**src/rtl/ifetch_ctrl.sv**
```systemverilog
// Instruction fetch controller: walks one instruction at a time through
// icache request, response capture and predictor-steered enqueue, with flush redirect.
module ifetch_ctrl #(
    parameter logic [31:0] RESET_PC = 32'h0000_0000
) (
    input  logic        clk,
    input  logic        rst,

    input  logic        flush,
    input  logic [31:0] flush_pc,

    output logic        ic_req_valid,
    output logic [31:0] ic_req_addr,
    input  logic        ic_resp_valid,
    input  logic [31:0] ic_resp_inst,

    output logic        pd_ena,
    output logic [31:0] pd_pc,
    output logic [31:0] pd_inst,
    input  logic        pd_taken_stat,
    input  logic [31:0] pd_off,

    input  logic        iq_full,
    output logic        iq_push,
    output logic [31:0] iq_pc,
    output logic [31:0] iq_inst,
    output logic        iq_pred_taken
);

    localparam logic [31:0] PcAlignMask = 32'hFFFF_FFFC;

    typedef enum logic [1:0] {
        StFetch,
        StWait,
        StIssue,
        StDrain
    } state_e;

    state_e      state_q, state_d;
    logic [31:0] pc_q, pc_d;
    logic [31:0] inst_buf_q, inst_buf_d;
    logic        pd_ena_q, pd_ena_d;
    logic [31:0] next_seq_pc;

    assign next_seq_pc = pd_taken_stat ? (pc_q + pd_off) : (pc_q + 32'd4);

    always_comb begin
        state_d      = state_q;
        pc_d         = pc_q;
        inst_buf_d   = inst_buf_q;
        pd_ena_d     = 1'b1;
        ic_req_valid = 1'b0;
        iq_push      = 1'b0;

        if (rst) begin
            state_d    = StFetch;
            pc_d       = RESET_PC & PcAlignMask;
            inst_buf_d = 32'd0;
            pd_ena_d   = 1'b0;
        end else if (flush) begin
            pc_d = flush_pc & PcAlignMask;
            // A request still in flight must be absorbed before fetching again.
            if ((state_q == StWait || state_q == StDrain) && !ic_resp_valid) begin
                state_d = StDrain;
            end else begin
                state_d = StFetch;
            end
        end else begin
            unique case (state_q)
                StFetch: begin
                    ic_req_valid = 1'b1;
                    state_d      = StWait;
                end
                StWait: begin
                    if (ic_resp_valid) begin
                        inst_buf_d = ic_resp_inst;
                        state_d    = StIssue;
                    end
                end
                StIssue: begin
                    if (!iq_full) begin
                        iq_push = 1'b1;
                        pc_d    = next_seq_pc & PcAlignMask;
                        state_d = StFetch;
                    end
                end
                StDrain: begin
                    if (ic_resp_valid) begin
                        state_d = StFetch;
                    end
                end
                default: state_d = StFetch;
            endcase
        end
    end

    always_ff @(posedge clk) begin
        state_q    <= state_d;
        pc_q       <= pc_d;
        inst_buf_q <= inst_buf_d;
        pd_ena_q   <= pd_ena_d;
    end

    assign ic_req_addr   = pc_q;
    assign pd_ena        = pd_ena_q;
    assign pd_pc         = pc_q;
    assign pd_inst       = inst_buf_q;
    assign iq_pc         = pc_q;
    assign iq_inst       = inst_buf_q;
    assign iq_pred_taken = pd_taken_stat;

endmodule

```
**config.mk**
```make
export PLATFORM = sky130hd
export DESIGN_NAME = ifetch_ctrl
export DESIGN_NICKNAME = d
export VERILOG_FILES = /design/src/rtl/ifetch_ctrl.sv
export SDC_FILE = /design/constraint.sdc
export NUM_CORES = 1
export LEC_CHECK = 0
export BUFFER_PORTS_ARGS = -buffer_cell sky130_fd_sc_hd__buf_2
export CORE_ASPECT_RATIO = 2
export CORE_MARGIN = 4
export CORE_UTILIZATION = 47
export DETAILED_ROUTE_END_ITERATION = 7
export HOLD_SLACK_MARGIN = 0.06
export PLACE_DENSITY = 0.83
export SKIP_LAST_GASP = 1
export SLEW_MARGIN = 20
export SYNTH_ARGS = -nofsm -noshare
export SYNTH_HDL_FRONTEND = slang
export SYNTH_SLANG_ARGS = --single-unit
export TNS_END_PERCENT = 100
```
**constraint.sdc**
```tcl
create_clock -name clk -period 3.6 [get_ports clk]
set_input_delay 0.18 -clock clk [delete_from_list [all_inputs] [get_ports clk]]
set_output_delay 0.18 -clock clk [all_outputs]
set_load 0.01 [all_outputs]
```
---- Word-level counts from Yosys, hierarchy flattened ----
Index checks and enable logic that the tools add are counted.
storage, ports and cells
  register bits after elaboration ......... 65
cells by class
  reduce and logical (&&, ||, !) cells .... 8
  bitwise operators ....................... 1
  eq/ne operators ......................... 7
  add/subtract/negate cells ............... 2
  multiplexer cells ....................... 18
operators with widths
  operator                                        number
  two-way mux 32 bit                              4
  adder 32 x 3 -> 32 bit (second input constant)  1
  adder 32 bit                                    1
  two-way mux 2 bit                               5
  inequality test 3 bit (second input constant)   3
  two-way mux 1 bit                               8
  case mux 2 bit (4 select lines)                 1
  AND reduction 3 bit                             2
  == test 2 bit (second input constant)           2
  == test 2 x 1 -> 1 bit (second input constant)  1
  zero test 2 bit                                 1
  inequality test 2 bit (second input constant)   1
  AND reduction 2 bit                             1
  nonzero test 2 bit                              1
  logical AND 1 bit                               1
  zero test 1 bit                                 1
  logical OR 1 bit                                1
  inverter 1 bit                                  1

---- Longest topological paths before layout ----
Gate-level depths: netlist of the first run.
  word-level depth ........................ 5
  depth in mapped cells ................... 12
  gate-level depth less buffers ........... 10

---- Least setup slack after synthesis of the first run ----
Ideal clock, no wire load.
  path type ............................... input port to flip-flop
  from .................................... input port pd_taken_stat
  to ...................................... register pc_q[28] (netlist: ic_req_addr[28])
  stages on the path ...................... 10
  buffers on the path ..................... 1
  setup slack ............................. 991 ps
  arrival time ............................ 2518 ps
  path through ............................ clkbuf_1 > and2_1 > ha_1 > and3_1 > a221oi_1 > o21a_1 > o41a_1 > or4_1 > nand4_1 > nor4bb_1
between the ends
  longest elaborated chain between the ends .. 4
RTL lines
  what                  line  RTL
  from (decl)           20    input logic pd_taken_stat,
  two-way mux 32 bit    45    assign next_seq_pc = pd_taken_stat ? (pc_q + pd_off) : (pc_q + 32'd4);
  two-way mux 32 bit    81    if (!iq_full) begin
  two-way mux 32 bit    69    unique case (state_q)
  two-way mux 32 bit    60    end else if (flush) begin
  to (signal assigned)  99    pc_q <= pc_d;
  to (decl)             40    logic [31:0] pc_q, pc_d;
No other way between the ends. The select of a mux whose other input is x is not followed.
A chain may end at the register's enable or synchronous reset.

---- Worst setup path in the final report of the first run ----
  from .................................... register pc_q[2] (netlist: ic_req_addr[2])
  to ...................................... register pc_q[30] (netlist: ic_req_addr[30])
between the ends
  longest elaborated chain between the ends .. 5
  elaborated cells between the ends (all ways) .. 6
  classes of those cells .................. add/sub (2); mux (4)
RTL lines
  what                                                    line
  adder 32 x 3 -> 32 bit or adder 32 bit (tied branches)  45
  two-way mux 32 bit *                                    45
  two-way mux 32 bit *                                    81
  two-way mux 32 bit *                                    69
  two-way mux 32 bit *                                    60
Mark *: on every way between the ends. The rest lies on a longest branch, timed or not. The select of a mux whose other input is x is not followed.

==> flow_metrics.py, run 1 <==
metrics = {
    "floorplanning": {
        "initial_core_util_pct": 48.4,
        "core_sq_um": 10600,
        "die_y_um": 156,
        "die_area_sq_um": 12800,
        "pin_count": 266,
        "dieWidth_um": 81.9,
        "placementRows": 53,
    },
    "detailed_routing": {
        "num_vias": 5348,
        "wl_um": 16700,
        "viasPerCell": 5.53,
        "dr.pass1.iters": 5,
        "wire_per_inst_um": 17.3,
        "ant_nets": 0,
        "detail_route.iter0.violations": 281,
        "drc": 0,
    },
    "critical_path": {
        "crit_buf_inv": 0,
        "r2r_start": "ic_req_addr[2]",
        "start_kind": "register",
        "crit_arrival_ps": 3170,
        "critical_path_class": "reg2reg",
        "path_delay_family": "compound AO/OA/AOI/OAI gates",
        "reg2reg_to": "ic_req_addr[30]",
        "crit_slowest_cell": "o31ai_1",
        "required_ps": 3840,
        "cp-end-kind": "register",
        "regToRegSetupSlack_ps": 670,
        "crit_chain": "ha_1, fa_1, a21o_1, a221oi_1, o21a_1, o31ai_1, a31oi_1, xor2_1, a211oi_1",
        "crit_path_max_fanout": 5,
        "rr_worst_depth": 9,
        "crit_path_max_incr_delay_ps": 770,
    },
    "power_and_ir_drop": {
        "peakVddDrop_mv": 0.224,
        "p_leak_nw": 3.14,
        "power_mw": 2.22,
        "p_per_area_nw_per_um2": 366,
    },
    "grt": {
        "gr-usage-met1_pct": 24.9,
        "gr-usage-met3_pct": 5.49,
        "first_global_vias": 5064,
        "grt_pass1_wl_um": 25300,
        "grt_max_degree": 47,
        "grt_overflow": 0,
        "met2_usage_pct": 46.5,
        "busiest_layer": "met2",
        "grt_usage_pct": 25.3,
        "antenna_found_initial": 2,
    },
    "timing": {
        "slew_headroom_pct": 36.4,
        "finalHoldViolCount": 0,
        "slew_viol_final": 0,
        "fin_crit_ps": 2930,
        "setup_viol": 0,
        "rsz0062_at_grt": "false",
        "tightest_slew_ps": 945,
        "clock.fmax_mhz": 341,
        "fin_skew_ps": 6.43,
        "tns_ps": 0,
        "timing.final.crit_share_pct": 81.4,
    },
    "logic_synthesis": {
        "synthFlopType": "dfxtp_1",
        "ys_types": 55,
        "synth_area_leaders": "dfxtp_1, buf_4, a21oi_1",
        "synth_area_per_cell_sq_um": 7.48,
        "async_reset_ff_share_pct": 0,
        "synthCells": 686,
        "ys_seq_area_share_pct": 25.4,
        "yosysTopAreaCellShare_pct": 25.4,
        "synth_edf_count": 0,
        "syn-cell-area_sq_um": 5130,
        "yosysWarningCount": 0,
        "ys_seq_elements": 65,
        "synth_top_area_cell": "dfxtp_1",
    },
    "layout": {
        "layout_commonest_cell": "buf_2",
        "final_cell_mix": "buf_2, nand2_1, a21oi_1",
        "fin_nets": 955,
        "stdcell_area_sq_um": 6060,
        "fill_cells": 1056,
        "drive_above_1_share_pct": 34.2,
        "area_growth_pct": 18.2,
    },
    "worst_hold_path": {
        "min_delay_path_depth": 2,
        "hold_class": "in2reg",
        "min_from": "flush_pc[15]",
        "min_to": "ic_req_addr[15]",
    },
    "clocking": {
        "cts_buffer_depth": 2,
        "ctsHoldBuffers": 0,
        "cts.sinks": 65,
        "cts-resized-gates": 0,
        "path_clk_slew_ps": 60,
        "htree_levels": 3,
        "clk_latency_ps": 320,
        "postCtsSetupBuffers": 0,
        "cts_root_buffer": "clkbuf_16",
        "cts_tree": "yes",
        "cts_buffers": 9,
    },
    "place": {
        "dpl.hpwl_um": 12900,
        "place.gp.congestion": 0.946,
        "portBuffers": 255,
        "place_area_sq_um": 5760,
    },
    "run_status": {
        "status": "completed",
    },
    "job": {
        "maxCapViolations": 0,
    },
}
## where the power goes
group	internal [mW]	switching (mW)
Clock	0.543	0.348
Combinational	0.225	0.309
Sequential	0.753	0.0393
## through the flow
| step | setup WS, ps | util (%) | std cells | hold slack, ps |
|---|---|---|---|---|
| floorplan | 991 | - | 691 | 256 |
| global placement | 472 | 54.2 | 949 | 405 |
| detailed placement | 386 | 54.2 | 949 | 411 |
| CTS | 698 | 57.1 | 965 | 65.9 |
| global route | 549 | 57.2 | 967 | 76.1 |
| finish | 671 | 57.2 | 967 | 77.5 |
## worst max path at each step
stage	start	to	slack [ps]	depth (start not counted)
floorplan	pd_taken_stat	ic_req_addr[28]	990	10
global placement	pd_taken_stat	ic_req_addr[22]	470	11
detailed placement	pd_taken_stat	ic_req_addr[22]	390	11
CTS	ic_req_addr[2]	ic_req_addr[22]	700	9
global route	ic_req_addr[2]	ic_req_addr[22]	550	9
finish	ic_req_addr[2]	ic_req_addr[30]	670	9
## area by class of cell
cell class | count | area, sq um | area share (%)
diodes | 2 | 5.00 | 0.0825
inverters | 9 | 33.8 | 0.557
flip-flops and latches | 65 | 1300 | 21.5
clock buffers | 9 | 225 | 3.71
well taps | 137 | 171 | 2.83
repair buffers | 262 | 1330 | 21.9
multi-input cells | 476 | 2920 | 48.2
clock inverters | 7 | 78.8 | 1.30
## synthesized netlist by cell type (all sizes together) (8+ instances only)
cell type	instances
buf	100
nand2	96
a21oi	78
dfxtp	65
clkbuf	41
and2	34
o21ai	30
ha	29
nor2	27
a21o	17
a211oi	13
nand3	12
nor3	11
xnor2	11
nand4	10
xor2	10
or3	9
a31oi	8
inv	8
## state kept, by name, indices dropped and copies added, names as in the netlist
name / cells
iq_inst: 32
pd_ena: 1
ic_req_addr: 30
state_q: 2
## routing by layer
metal / part of all wire (%) / wire length, um / vias up
met5: 0 / 0 / -
met4: 4.9 / 821 / 0
met3: 9.3 / 1550 / 57
met2: 54 / 9040 / 275
met1: 32 / 5280 / 2436
li1: - / - / 2580
## kinds of logic after synthesis
| group | synth area share (%) |
|---|---|
| AND/OR/NAND/NOR | 21.2 |
| AO/OA/AOI/OAI | 23.3 |
| buffers and inverters | 18.2 |
| flip-flops | 25.4 |
| adder cells (fa/ha/maj) | 7.46 |
| XOR/XNOR | 3.58 |
| multiplexers | 0.804 |
| other | 0.0731 |
(Power assumes the default switching activity.)
==> run 2, diff against run 1 <==
Clock period 3.6 ns to 3 ns, I/O delays scaled along.
==> flow_metrics.py, run 2 (synthesis results as in run 1) <==
metrics = {
    "place": {
        "dpl.hpwl_um": 12900,
        "place_area_sq_um": 5880,
        "portBuffers": 255,
        "place.gp.congestion": 0.914,
    },
    "critical_path": {
        "crit_slowest_cell": "or4_1",
        "crit_chain": "ha_1, fa_1, a21o_1, a221oi_1, o21a_1, o41a_1, or4_1, nand4_1, nor4bb_1",
        "path_delay_family": "simple AND/OR/NAND/NOR gates",
        "crit_buf_inv": 0,
        "regToRegSetupSlack_ps": 240,
        "cp.depth": 9,
        "start_kind": "register",
        "crit_arrival_ps": 2990,
        "cp-end-kind": "register",
        "critical_path_class": "reg2reg",
        "rr_worst_depth": 9,
        "required_ps": 3230,
        "crit_path_max_fanout": 5,
        "crit_path_max_incr_delay_ps": 570,
    },
    "floorplanning": {
        "core_sq_um": 10600,
        "die_area_sq_um": 12800,
        "placementRows": 53,
        "die_y_um": 156,
        "pin_count": 266,
        "initial_core_util_pct": 48.4,
        "dieWidth_um": 81.9,
    },
    "timing": {
        "finalHoldViolCount": 0,
        "slew_viol_final": 0,
        "tns_ps": 0,
        "fin_skew_ps": 9.51,
        "fin_crit_ps": 2760,
        "tightest_slew_ps": 615,
        "clock.fmax_mhz": 362,
        "setup_viol": 0,
        "slew_headroom_pct": 58.8,
        "holdWs_ps": 66.5,
        "rsz0062_at_grt": "false",
        "timing.final.crit_share_pct": 92.1,
    },
    "worst_hold_path": {
        "min_delay_path_depth": 3,
        "hold_class": "in2reg",
    },
    "power_and_ir_drop": {
        "p_leak_nw": 3.35,
        "pwr-share-seq_pct": 33.1,
        "power_mw": 2.87,
        "internal-power_mw": 2.03,
        "clockPowerShare_pct": 42.7,
        "peakVddDrop_mv": 0.273,
        "power_frac_comb_pct": 24.2,
        "p_sw_uw": 833,
        "switching_share_pct": 29.1,
        "p_per_area_nw_per_um2": 442,
    },
    "grt": {
        "grt_overflow": 0,
        "first_global_vias": 5088,
        "antenna_found_initial": 1,
        "grt_max_degree": 53,
        "grt_usage_pct": 25.2,
        "grt_pass1_wl_um": 24900,
    },
    "layout": {
        "largest_reg_flops": 32,
        "final_cell_mix": "buf_2, nand2_1, a21oi_1",
        "area_growth_pct": 26.3,
        "drive_above_1_share_pct": 34.8,
        "fin_nets": 996,
        "layout_commonest_cell": "buf_2",
        "stdcell_area_sq_um": 6480,
    },
    "run_status": {
        "status": "completed",
    },
    "clocking": {
        "cts_tree": "yes",
        "cts_root_buffer": "clkbuf_16",
        "path_clk_slew_ps": 60,
        "htree_levels": 3,
        "cts_buffers": 9,
        "cts_buffer_depth": 2,
        "clk_latency_ps": 320,
        "cts.sinks": 65,
    },
    "detailed_routing": {
        "wl_um": 16800,
        "wire_per_inst_um": 16.7,
        "dr.pass1.iters": 5,
        "num_vias": 5500,
        "drc": 0,
        "viasPerCell": 5.46,
        "detail_route.iter0.violations": 237,
        "ant_nets": 0,
    },
    "job": {
        "maxCapViolations": 0,
    },
}
## run 2: changes by cell type in the layout (fill, tap and decap cells not counted)
| cell | delta |
|---|---|
| and3_1 | -1 |
| and3_2 | +1 |
| buf_4 | +17 |
| bufinv_16 | +2 |
| clkinv_2 | -1 |
| clkinv_4 | +1 |
| clkinvlp_4 | -2 |
| diode_2 | -1 |
| dlygate4sd3_1 | +24 |
| inv_6 | +1 |
| inv_8 | -1 |
| o31ai_1 | -1 |
| o31ai_2 | +1 |
## run 2: area by class of cell
class                   instances  area [sq um]
fillers                       947          4130
clock inverters                 7           125
well taps                     137           171
diodes                          1          2.50
flip-flops and latches         65          1300
inverters                       9          33.8
repair buffers                303          1700
multi-input cells             476          2930
clock buffers                   9           225
## run 2: stage by stage
| stage | cells | util [%] | setup WS [ps] |
|---|---|---|---|
| floorplan | 691 | - | 421 |
| global route | 1007 | 61.1 | 71.9 |
| global placement | 966 | 55.4 | 134 |
| CTS | 1006 | 61.0 | 177 |
| detailed placement | 966 | 55.4 | 98.6 |
| finish | 1007 | 61.1 | 238 |
## run 2: final timing paths
| path | startpoint | to |
|---|---|---|
| min reg2reg | iq_inst[5] | iq_inst[5] |
| max | ic_req_addr[2] | ic_req_addr[28] |
| max reg2reg | ic_req_addr[2] | ic_req_addr[28] |
| min | ic_resp_inst[28] | iq_inst[28] |
## run 2: what timing repair did
| action | CTS | global route |
|---|---|---|
| setup endpoints to repair | 0 | 1 |
| hold buffers | 24 | 0 |
| gates resized for setup | 0 | 1 |
| setup buffers | 0 | 0 |
| endpoints found under the hold margin | 24 | 0 |
## run 2: worst min-delay path, cell delays in order
cell	delay (ps)
buf_2	100
nand2_1	40
a21oi_1	50
## run 2: power groups by stage
stage | Clock (mW) | Combinational [mW] | Sequential (mW)
2_1_floorplan | 0 | 0.461 | 0.978
3_3_place_gp | 0 | 0.652 | 0.966
3_5_place_dp | 0 | 0.661 | 0.967
4_1_cts | 1.25 | 0.689 | 0.947
5_1_grt | 1.29 | 0.763 | 0.954
6_report | 1.22 | 0.693 | 0.948
## run 2: routing by layer
metal | part of all wire (%) | global-route usage, % | vias to the layer above
met3 | 6.9 | 2.95 | 51
li1 | - | - | 2672
met5 | 0 | 0 | -
met1 | 33 | 24.3 | 2517
met2 | 55 | 48.4 | 260
met4 | 4.7 | 15.1 | 0
